==> src/rtl/sram_pattern_gen.sv <==
// Data-pattern source for the SRAM self-test: walks an ordered pattern list and
// produces the per-address write/expected word, reproducible from each addr_reset.
module sram_pattern_gen #(
  parameter int          DATA_BITS    = 16,
  parameter int          ADDR_BITS    = 20,
  parameter int          NUM_PATTERNS = 8,
  parameter logic [15:0] LFSR_SEED    = 16'hACE1
) (
  input  logic                 clk,
  input  logic                 reset,
  input  logic                 pattern_reset,
  input  logic                 pattern_next,
  input  logic                 addr_reset,
  input  logic                 addr_next,
  input  logic [ADDR_BITS-1:0] addr,
  output logic [DATA_BITS-1:0] pattern,
  output logic                 pattern_done,
  output logic [2:0]           pattern_id
);

  typedef enum logic [2:0] {
    PAT_ZEROS = 3'd0,
    PAT_ONES  = 3'd1,
    PAT_AA    = 3'd2,
    PAT_55    = 3'd3,
    PAT_WALK  = 3'd4,
    PAT_ADDR  = 3'd5,
    PAT_NADDR = 3'd6,
    PAT_LFSR  = 3'd7
  } pat_e;

  localparam logic [15:0]          SEED    = (LFSR_SEED == 16'h0000) ? 16'h0001 : LFSR_SEED;
  localparam logic [2:0]           LAST_ID = 3'(NUM_PATTERNS - 1);
  localparam int                   REPS    = (DATA_BITS + 15) / 16;
  localparam logic [DATA_BITS-1:0] ALT_AA  = DATA_BITS'({REPS * 8{2'b10}});
  localparam logic [DATA_BITS-1:0] WALK_INIT = DATA_BITS'(1);

  logic [2:0]           pattern_id_q, pattern_id_d;
  logic [DATA_BITS-1:0] walk_q, walk_d;
  logic [15:0]          lfsr_q, lfsr_d;
  logic                 reseed;
  logic                 lfsr_fb;
  logic [DATA_BITS-1:0] addr_data;

  // NOTE: every always_comb output gets a default first so no path can infer a latch.
  always_comb begin
    pattern_id_d = pattern_id_q;
    if (pattern_reset) begin
      pattern_id_d = 3'd0;
    end else if (pattern_next && (pattern_id_q != LAST_ID)) begin
      pattern_id_d = pattern_id_q + 3'd1;
    end
  end

  // Any pattern change also rewinds the per-address sequence so both passes start aligned.
  assign reseed  = pattern_reset | pattern_next | addr_reset;
  assign lfsr_fb = lfsr_q[15] ^ lfsr_q[13] ^ lfsr_q[12] ^ lfsr_q[10];

  always_comb begin
    walk_d = walk_q;
    lfsr_d = lfsr_q;
    if (reseed) begin
      walk_d = WALK_INIT;
      lfsr_d = SEED;
    end else if (addr_next) begin
      walk_d = {walk_q[DATA_BITS-2:0], walk_q[DATA_BITS-1]};
      lfsr_d = {lfsr_q[14:0], lfsr_fb};
    end
  end

  // NOTE: state registers use non-blocking assignments so all flops sample the same pre-edge values.
  always_ff @(posedge clk) begin
    if (reset) begin
      pattern_id_q <= 3'd0;
      walk_q       <= WALK_INIT;
      lfsr_q       <= SEED;
    end else begin
      pattern_id_q <= pattern_id_d;
      walk_q       <= walk_d;
      lfsr_q       <= lfsr_d;
    end
  end

  // Size cast zero-extends a narrow address or keeps the low bits of a wide one.
  assign addr_data = DATA_BITS'(addr);

  always_comb begin
    pattern = '0;
    unique case (pat_e'(pattern_id_q))
      PAT_ZEROS: pattern = '0;
      PAT_ONES:  pattern = '1;
      PAT_AA:    pattern = ALT_AA;
      PAT_55:    pattern = ~ALT_AA;
      PAT_WALK:  pattern = walk_q;
      PAT_ADDR:  pattern = addr_data;
      PAT_NADDR: pattern = ~addr_data;
      PAT_LFSR:  pattern = DATA_BITS'({REPS{lfsr_q}});
      default:   pattern = '0;
    endcase
  end

  assign pattern_done = (pattern_id_q == LAST_ID);
  assign pattern_id   = pattern_id_q;

endmodule

==> config.mk <==
export PLATFORM = sky130hd
export DESIGN_NAME = sram_pattern_gen
export DESIGN_NICKNAME = d
export VERILOG_FILES = /design/src/rtl/sram_pattern_gen.sv
export SDC_FILE = /design/constraint.sdc
export NUM_CORES = 1
export LEC_CHECK = 0
export ABC_AREA = 1
export CAP_MARGIN = 10
export CORE_MARGIN = 4
export CORE_UTILIZATION = 45
export DETAILED_ROUTE_END_ITERATION = 16
export GPL_TIMING_DRIVEN = 0
export PLACE_DENSITY = 0.71
export SYNTH_ARGS = -nofsm -noshare
export SYNTH_HDL_FRONTEND = slang
export SYNTH_SLANG_ARGS = --single-unit
==> constraint.sdc <==
create_clock -name clk -period 1.8 [get_ports clk]
set_clock_uncertainty 0.2 [all_clocks]
set_input_delay 0.36 -clock clk [delete_from_list [all_inputs] [get_ports clk]]
set_output_delay 0.36 -clock clk [all_outputs]
set_load 0.02 [all_outputs]
==> results of run 1 <==
-- flip-flops by register name (all words and copies together) (netlist names) --
register and cells:
pattern_id 3, lfsr_q 16, walk_q 16
-- placed cells by master (no fill, tap or decap), drive strengths merged --
cell,instances
ha,7
dlygate4sd2,3
o21ai,8
buf,36
nand2,121
dfxtp,35
clkinv,1
clkdlybuf4s50,20
nand4,3
inv,27
clkinvlp,1
clkbuf,13
a21oi,29
nor2,36
o211ai,4
or2,2
nand3,42
-- final cells by class --
class                      instances  area share [%]
multi-input combinational        252            46.6
timing repair buffer              49            17.2
tap                               52            2.23
sequential                        35            24.4
inverter                          28            3.81
clock inverter                     1           0.171
clock buffer                       7            2.61
buffer                            16            3.04
-- cell usage after synthesis --
library cell	instances
a21oi_1	29
buf_2	8
buf_4	1
buf_6	3
clkbuf_1	6
dfxtp_1	35
ha_1	7
inv_1	27
inv_2	1
nand2_1	120
nand2_2	1
nand3_1	42
nand4_1	3
nor2_1	35
nor2_4	1
o211ai_1	4
o21ai_0	7
o21ai_4	1
or2_2	2
-- stage by stage --
stage / cells / setup TNS [ns] / total power [mW] / instance area [sq um] / hold WS [ns]
detailed placement: 425 / -18.41 / 1.14 / 2680 / 0.270
finish: 440 / -9.37 / 1.74 / 2920 / 0.158
CTS: 442 / -9.74 / 1.75 / 2930 / 0.155
global route: 440 / -10.40 / 1.81 / 2920 / 0.162
global placement: 425 / -17.82 / 1.14 / 2680 / 0.267
floorplan: 333 / -2.60 / 1.01 / 2210 / 0.250
-- path summary, 6_finish.rpt --
| kind | from | endpoint | slack, ns | depth (start not counted) |
|---|---|---|---|---|
| max | pattern_id[0] | pattern[3] | -0.62 | 8 |
| max reg2reg | pattern_id[0] | pattern_id[0] | 0.14 | 7 |
| min | addr_next | lfsr_q[9] | 0.16 | 3 |
| min reg2reg | walk_q[4] | walk_q[4] | 0.28 | 2 |
-- power by group through the flow --
stage               sequential (mW)  combinational (mW)  clock [mW]
global placement              0.807               0.330           0
finish                        0.790               0.380       0.569
floorplan                     0.809               0.198           0
global route                  0.791               0.409       0.607
CTS                           0.789               0.393       0.573
detailed placement            0.807               0.334           0
-- logic make-up after synthesis --
family,count (synthesis),synth area share [%]
adders and majority gates,7,4.24
AOI/OAI and AO/OA,41,11.0
DFF,35,33.9
buffers and inverters,46,10.1
and+or+nand+nor,204,40.7
-- what timing repair did --
action,in CTS,in global routing
buffers inserted,8,1
gates resized for setup,119,17
pin swaps,8,10
cloned,1,0
hold buffers,0,0
endpoints found under the setup margin,20,20
-- metal layers --
metal / GRT usage, % / vias to the layer above / share of wire (%)
met5: 0 / - / 0
met4: 6.02 / 0 / 2.3
met3: 5.67 / 13 / 8.2
met2: 38.4 / 70 / 47
met1: 31.7 / 1051 / 42
li1: - / 1164 / -
-- worst max-delay path: stages (launching register included) --
cell,delay (ns)
dfxtp_4,0.37
ha_4,0.18
ha_4,0.16
nor2_2,0.10
nand4_1,0.13
nor2_4,0.27
buf_8,0.20
nor2_4,0.04
buf_6,0.13
==> metrics.cfg, run 1 <==
[power]
power.leakage_nw = 1.27
seq_power_share_pct = 45.4
netSwitchingFraction_pct = 30.3
p_int_mw = 1.21
comb_power_share_pct = 21.9
vdd_ir_drop_max_uv = 515
power.net_switching_mw = 0.526
p_per_area_nw_per_um2 = 595
clkPwrFrac_pct = 32.7

[floorplanning]
die_height_microns = 75.7
die_area_sq_um = 5740
start_util_pct = 47.1
die_w_microns = 75.7
ios = 46
rows = 24
core_sq_um = 4380

[timing]
setup_slack_ns = -0.625
rsz0062_at_grt = yes
period_minus_slack_ns = 2.42
slew_headroom_pct = 64.3
drv_slew = 0
hold_viol = 0
fin_crit_sh_pct = 135
setup_viol = 17
worst_pin_slew_ns = 0.535
fmax_mhz = 412

[yosys]
synth_area_leaders = dfxtp_1 34%, nand2_1 22%, nand3_1 10%
synth_top_cell_area_share_pct = 33.9
netlist_area_sq_um = 2060
synth_area_per_cell_sq_um = 6.20
yosysTopAreaCell = dfxtp_1
synth_fp_nets = 366
synth_cells = 333
yosysWarnings = 0
synth_seq_cells = 35
ys_types = 19
yosysSeqAreaShare_pct = 33.9

[detailed_routing]
via_per_inst = 5.22
drt-total-wl_microns = 6330
antenna_left = 0
first_pass_iters = 4
wire_per_inst_microns = 14.4
via_count = 2298
drt-initial-drc-count = 185
drcViolationCount = 0

[placed_design]
place.gp.congestion = 0.844
hpwlAfterDp_microns = 4610
portBuffers = 40
place_ws_ns = -0.909

[clocking]
htreeDepth = 2
ctsLongestPathBuffers = 2
clock-sinks = 35
clk_pin_slew_ns = 0.07
cts_tree = done
insertion_delay_ns = 0.29
clockRootBuffer = clkbuf_8
numCtsBuffers = 5

[job]
maxCapViolCount = 0

[layout]
drive_above_1_share_pct = 22.4
fin_util_pct = 66.6
nets = 420
n_antenna_cell = 0
layout.area.seq_sq_um = 712
area_growth_pct = 41.5
n_fill_cell = 409
multi_input_area_sq_um = 1360

[worst_setup_path]
crit_path_end_kind = output port
path_class = reg2out
crit_path_start_kind = flip-flop
crit_arrival_ns = 1.86
crit_fanout = 5
required_ns = 1.24

[global_routing]
grt_usage_pct = 23.7
grt.overflow.total = 0
grt_pass1_wl_microns = 10100
antenna_found_initial = 0
grt_pass1_vias = 2070
grt_max_degree = 11

[status]
violations = setup timing
outcome = complete, but fails checks

[hold_path]
hold_class = in2reg

Power figures use the tool's default switching activity.
==> run 2: changes to the inputs <==
ABC_AREA = 0   (was 1)
PLACE_DENSITY = 0.72   (was 0.71)
==> run 2 against run 1 <==
Compared with the run above:
- the run still ends with setup timing left
- synthesized area decreased by 3.0%
- die area shrank 2.6%
- cell count decreased by 28%
- global-route usage shrank 1.4 points
- critical endpoint is now pattern[5]
- register-to-register slack lost 0.16 ns
- first-iteration DRC count is 51% lower
- critical path type unchanged
- power down 3.1%
- wire length is 8.4% lower
- utilization up 3.0 points
==> metrics.cfg, run 2 <==
[placed_design]
hpwlAfterDp_microns = 3930  ; -15%
place_ws_ns = -0.932  ; -0.0235 ns
place_area_sq_um = 2630  ; -1.9%
place.gp.congestion = 0.783  ; -7.3%
portBuffers = 40  ; unchanged

[layout]
layout_commonest_cell = mux2i_1
fin_util_pct = 69.6  ; +3.0 points
n_antenna_cell = 0  ; unchanged
multi_input_area_sq_um = 1480  ; +8.9%
postLayoutCellArea_sq_um = 3010  ; +3.0%
most-common-layout-cells = 39 x mux2i_1, 32 x dfxtp_1, 20 x nor2_2, 18 x buf_6, 17 x clkdlybuf4s50_1
drive_above_1_share_pct = 40.8  ; +18 points
layout.area.seq_sq_um = 712  ; unchanged
n_fill_cell = 351  ; -14%
area_growth_pct = 50.3
nets = 299  ; -29%

[timing]
slew_headroom_pct = 59.5  ; -4.9 points
worst_pin_slew_ns = 0.603  ; +0.0686 ns
setup_viol = 17  ; unchanged
fin_crit_sh_pct = 134  ; -0.35 points
setup_slack_ns = -0.619  ; +0.00622 ns
fmax_mhz = 413  ; +0.26%
hold_viol = 0  ; unchanged
period_minus_slack_ns = 2.42  ; -0.00622 ns
drv_slew = 0  ; unchanged
rsz0062_at_grt = yes

[yosys]
synth_cells = 208  ; -38%
synth_area_leaders = dfxtp_1 35%, mux2i_1 19%, nor2_2 6.6%
synth_seq_cells = 35  ; unchanged
synth_area_per_cell_sq_um = 9.63  ; +55%
yosysWarnings = 0  ; unchanged
ys_top_cells_by_count = 39 x mux2i_1, 35 x dfxtp_1, 21 x nor2_2
synth_top_cell_area_share_pct = 35.0  ; +1.0 points
ys_types = 31  ; +12
synth_fp_nets = 241  ; -34%
synth_ff_type = dfxtp_1
netlist_area_sq_um = 2000  ; -3.0%
synth_edf_count = 0  ; unchanged
yosysSeqAreaShare_pct = 35.0  ; +1.0 points
yosysMostFrequentCell = mux2i_1
yosysTopAreaCell = dfxtp_1
synthArstFlopShare_pct = 0  ; unchanged

[detailed_routing]
wire_per_inst_microns = 18.2  ; +26%
drt-total-wl_microns = 5800  ; -8.4%
antenna_left = 0  ; unchanged
drcViolationCount = 0  ; unchanged
drt-initial-drc-count = 91  ; -51%
via_per_inst = 5.50  ; +5.2%
via_count = 1753  ; -24%
first_pass_iters = 4  ; unchanged

[clocking]
cts_tree = done
clock-sinks = 35  ; unchanged
htreeDepth = 2  ; unchanged
cts_hold_buffers = 0  ; unchanged
numCtsBuffers = 5  ; unchanged
clockRootBuffer = clkbuf_8
clk_pin_slew_ns = 0.07  ; about the same
ctsLongestPathBuffers = 2  ; unchanged
insertion_delay_ns = 0.29  ; about the same

[power]
total_power_mw = 1.69  ; -3.1%
p_per_area_nw_per_um2 = 560  ; -6.0%
vdd_ir_drop_max_uv = 518  ; +0.52%
power.leakage_nw = 1.14  ; -11%

[floorplanning]
core_sq_um = 4320  ; -1.4%
die_w_microns = 74.7  ; -1.3%
rows = 24  ; unchanged
die_area_sq_um = 5580  ; -2.6%
die_height_microns = 74.7  ; -1.3%
start_util_pct = 46.3  ; -0.76 points
ios = 46  ; unchanged

[worst_setup_path]
crit_arrival_ns = 1.86  ; about the same
path_class = reg2out
crit_fanout = 5  ; unchanged
crit_path_start_kind = flip-flop
required_ns = 1.24  ; about the same
crit_path_end_kind = output port

[global_routing]
antenna_found_initial = 0  ; unchanged
grt_usage_pct = 22.3  ; -1.4 points
grt.overflow.total = 0  ; unchanged
grt_pass1_vias = 1672  ; -19%
grt_max_degree = 13  ; +2
grt_pass1_wl_microns = 9230  ; -8.8%

[status]
violations = setup timing
outcome = complete, but fails checks

[job]
maxCapViolCount = 0  ; unchanged

[hold_path]
hold_class = in2reg

## run 2: cells by family (layout without fill, tap and decap cells)
logic type / after synthesis / in the layout / share of synthesized area, %
AO/OA/AOI/OAI: 50 / 50 / 17.1
XOR/XNOR: 4 / 4 / 1.75
adder cells (fa/ha/maj): 7 / 7 / 4.37
buffers and inverters: 18 / 77 / 6.00
flip-flops: 35 / 35 / 35.0
multiplexers: 39 / 39 / 19.5
AND/OR/NAND/NOR: 55 / 55 / 16.3
## run 2: repair_timing
| action | CTS | global route |
|---|---|---|
| resized for setup | 128 | 12 |
| setup endpoints to repair | 30 | 37 |
| cloned | 2 | 0 |
| buffers inserted | 10 | 0 |
| pin swaps | 7 | 1 |
## run 2: cell type report
type                       instances  area share (%)
multi-input combinational        155            49.3
sequential                        35            23.6
timing repair buffer              52            16.4
buffer                            14            4.78
clock buffer                       5            2.29
tap                               52            2.16
inverter                           3           0.873
clock inverter                     3           0.623
## run 2: per-stage QoR
| stage | hold WS (ns) | cells | TNS, ns |
|---|---|---|---|
| 2_1_floorplan | 0.227 | 208 | -3.44 |
| 3_3_place_gp | 0.295 | 300 | -23.32 |
| 3_5_place_dp | 0.307 | 300 | -23.15 |
| 4_1_cts | 0.292 | 319 | -9.52 |
| 5_1_grt | 0.227 | 319 | -10.87 |
| 6_report | 0.209 | 319 | -9.48 |
## run 2: per-layer routing
layer	wire length, microns	share of wire (%)	up-vias	track usage (%)
li1	-	-	875	-
met1	2810	48	823	31.7
met5	0	0	-	0
met2	2580	44	48	32.9
met4	91	1.6	0	9.09
met3	321	5.5	7	4.54
## run 2: worst max-delay path, cell delays in order, from the launching register on
cell and delay (ns):
dfxtp_4 0.39, ha_4 0.20, ha_4 0.18, nor4b_4 0.40
buf_6 0.21, a21oi_2 0.04, buf_4 0.16
## run 2: worst paths after layout
path	startpoint	to	slack, ns	cells after the start
setup reg to reg	pattern_id[1]	pattern_id[2]	-0.02	5
hold reg to reg	lfsr_q[5]	lfsr_q[5]	0.33	2
setup / recovery	pattern_id[1]	pattern[5]	-0.62	6
hold / removal	pattern_reset	pattern_id[0]	0.21	2
## run 2: report_power, final
group	total, mW	switching [mW]	internal (mW)
clock network	0.571	0.301	0.270
logic	0.327	0.163	0.164
registers	0.787	0.00966	0.777
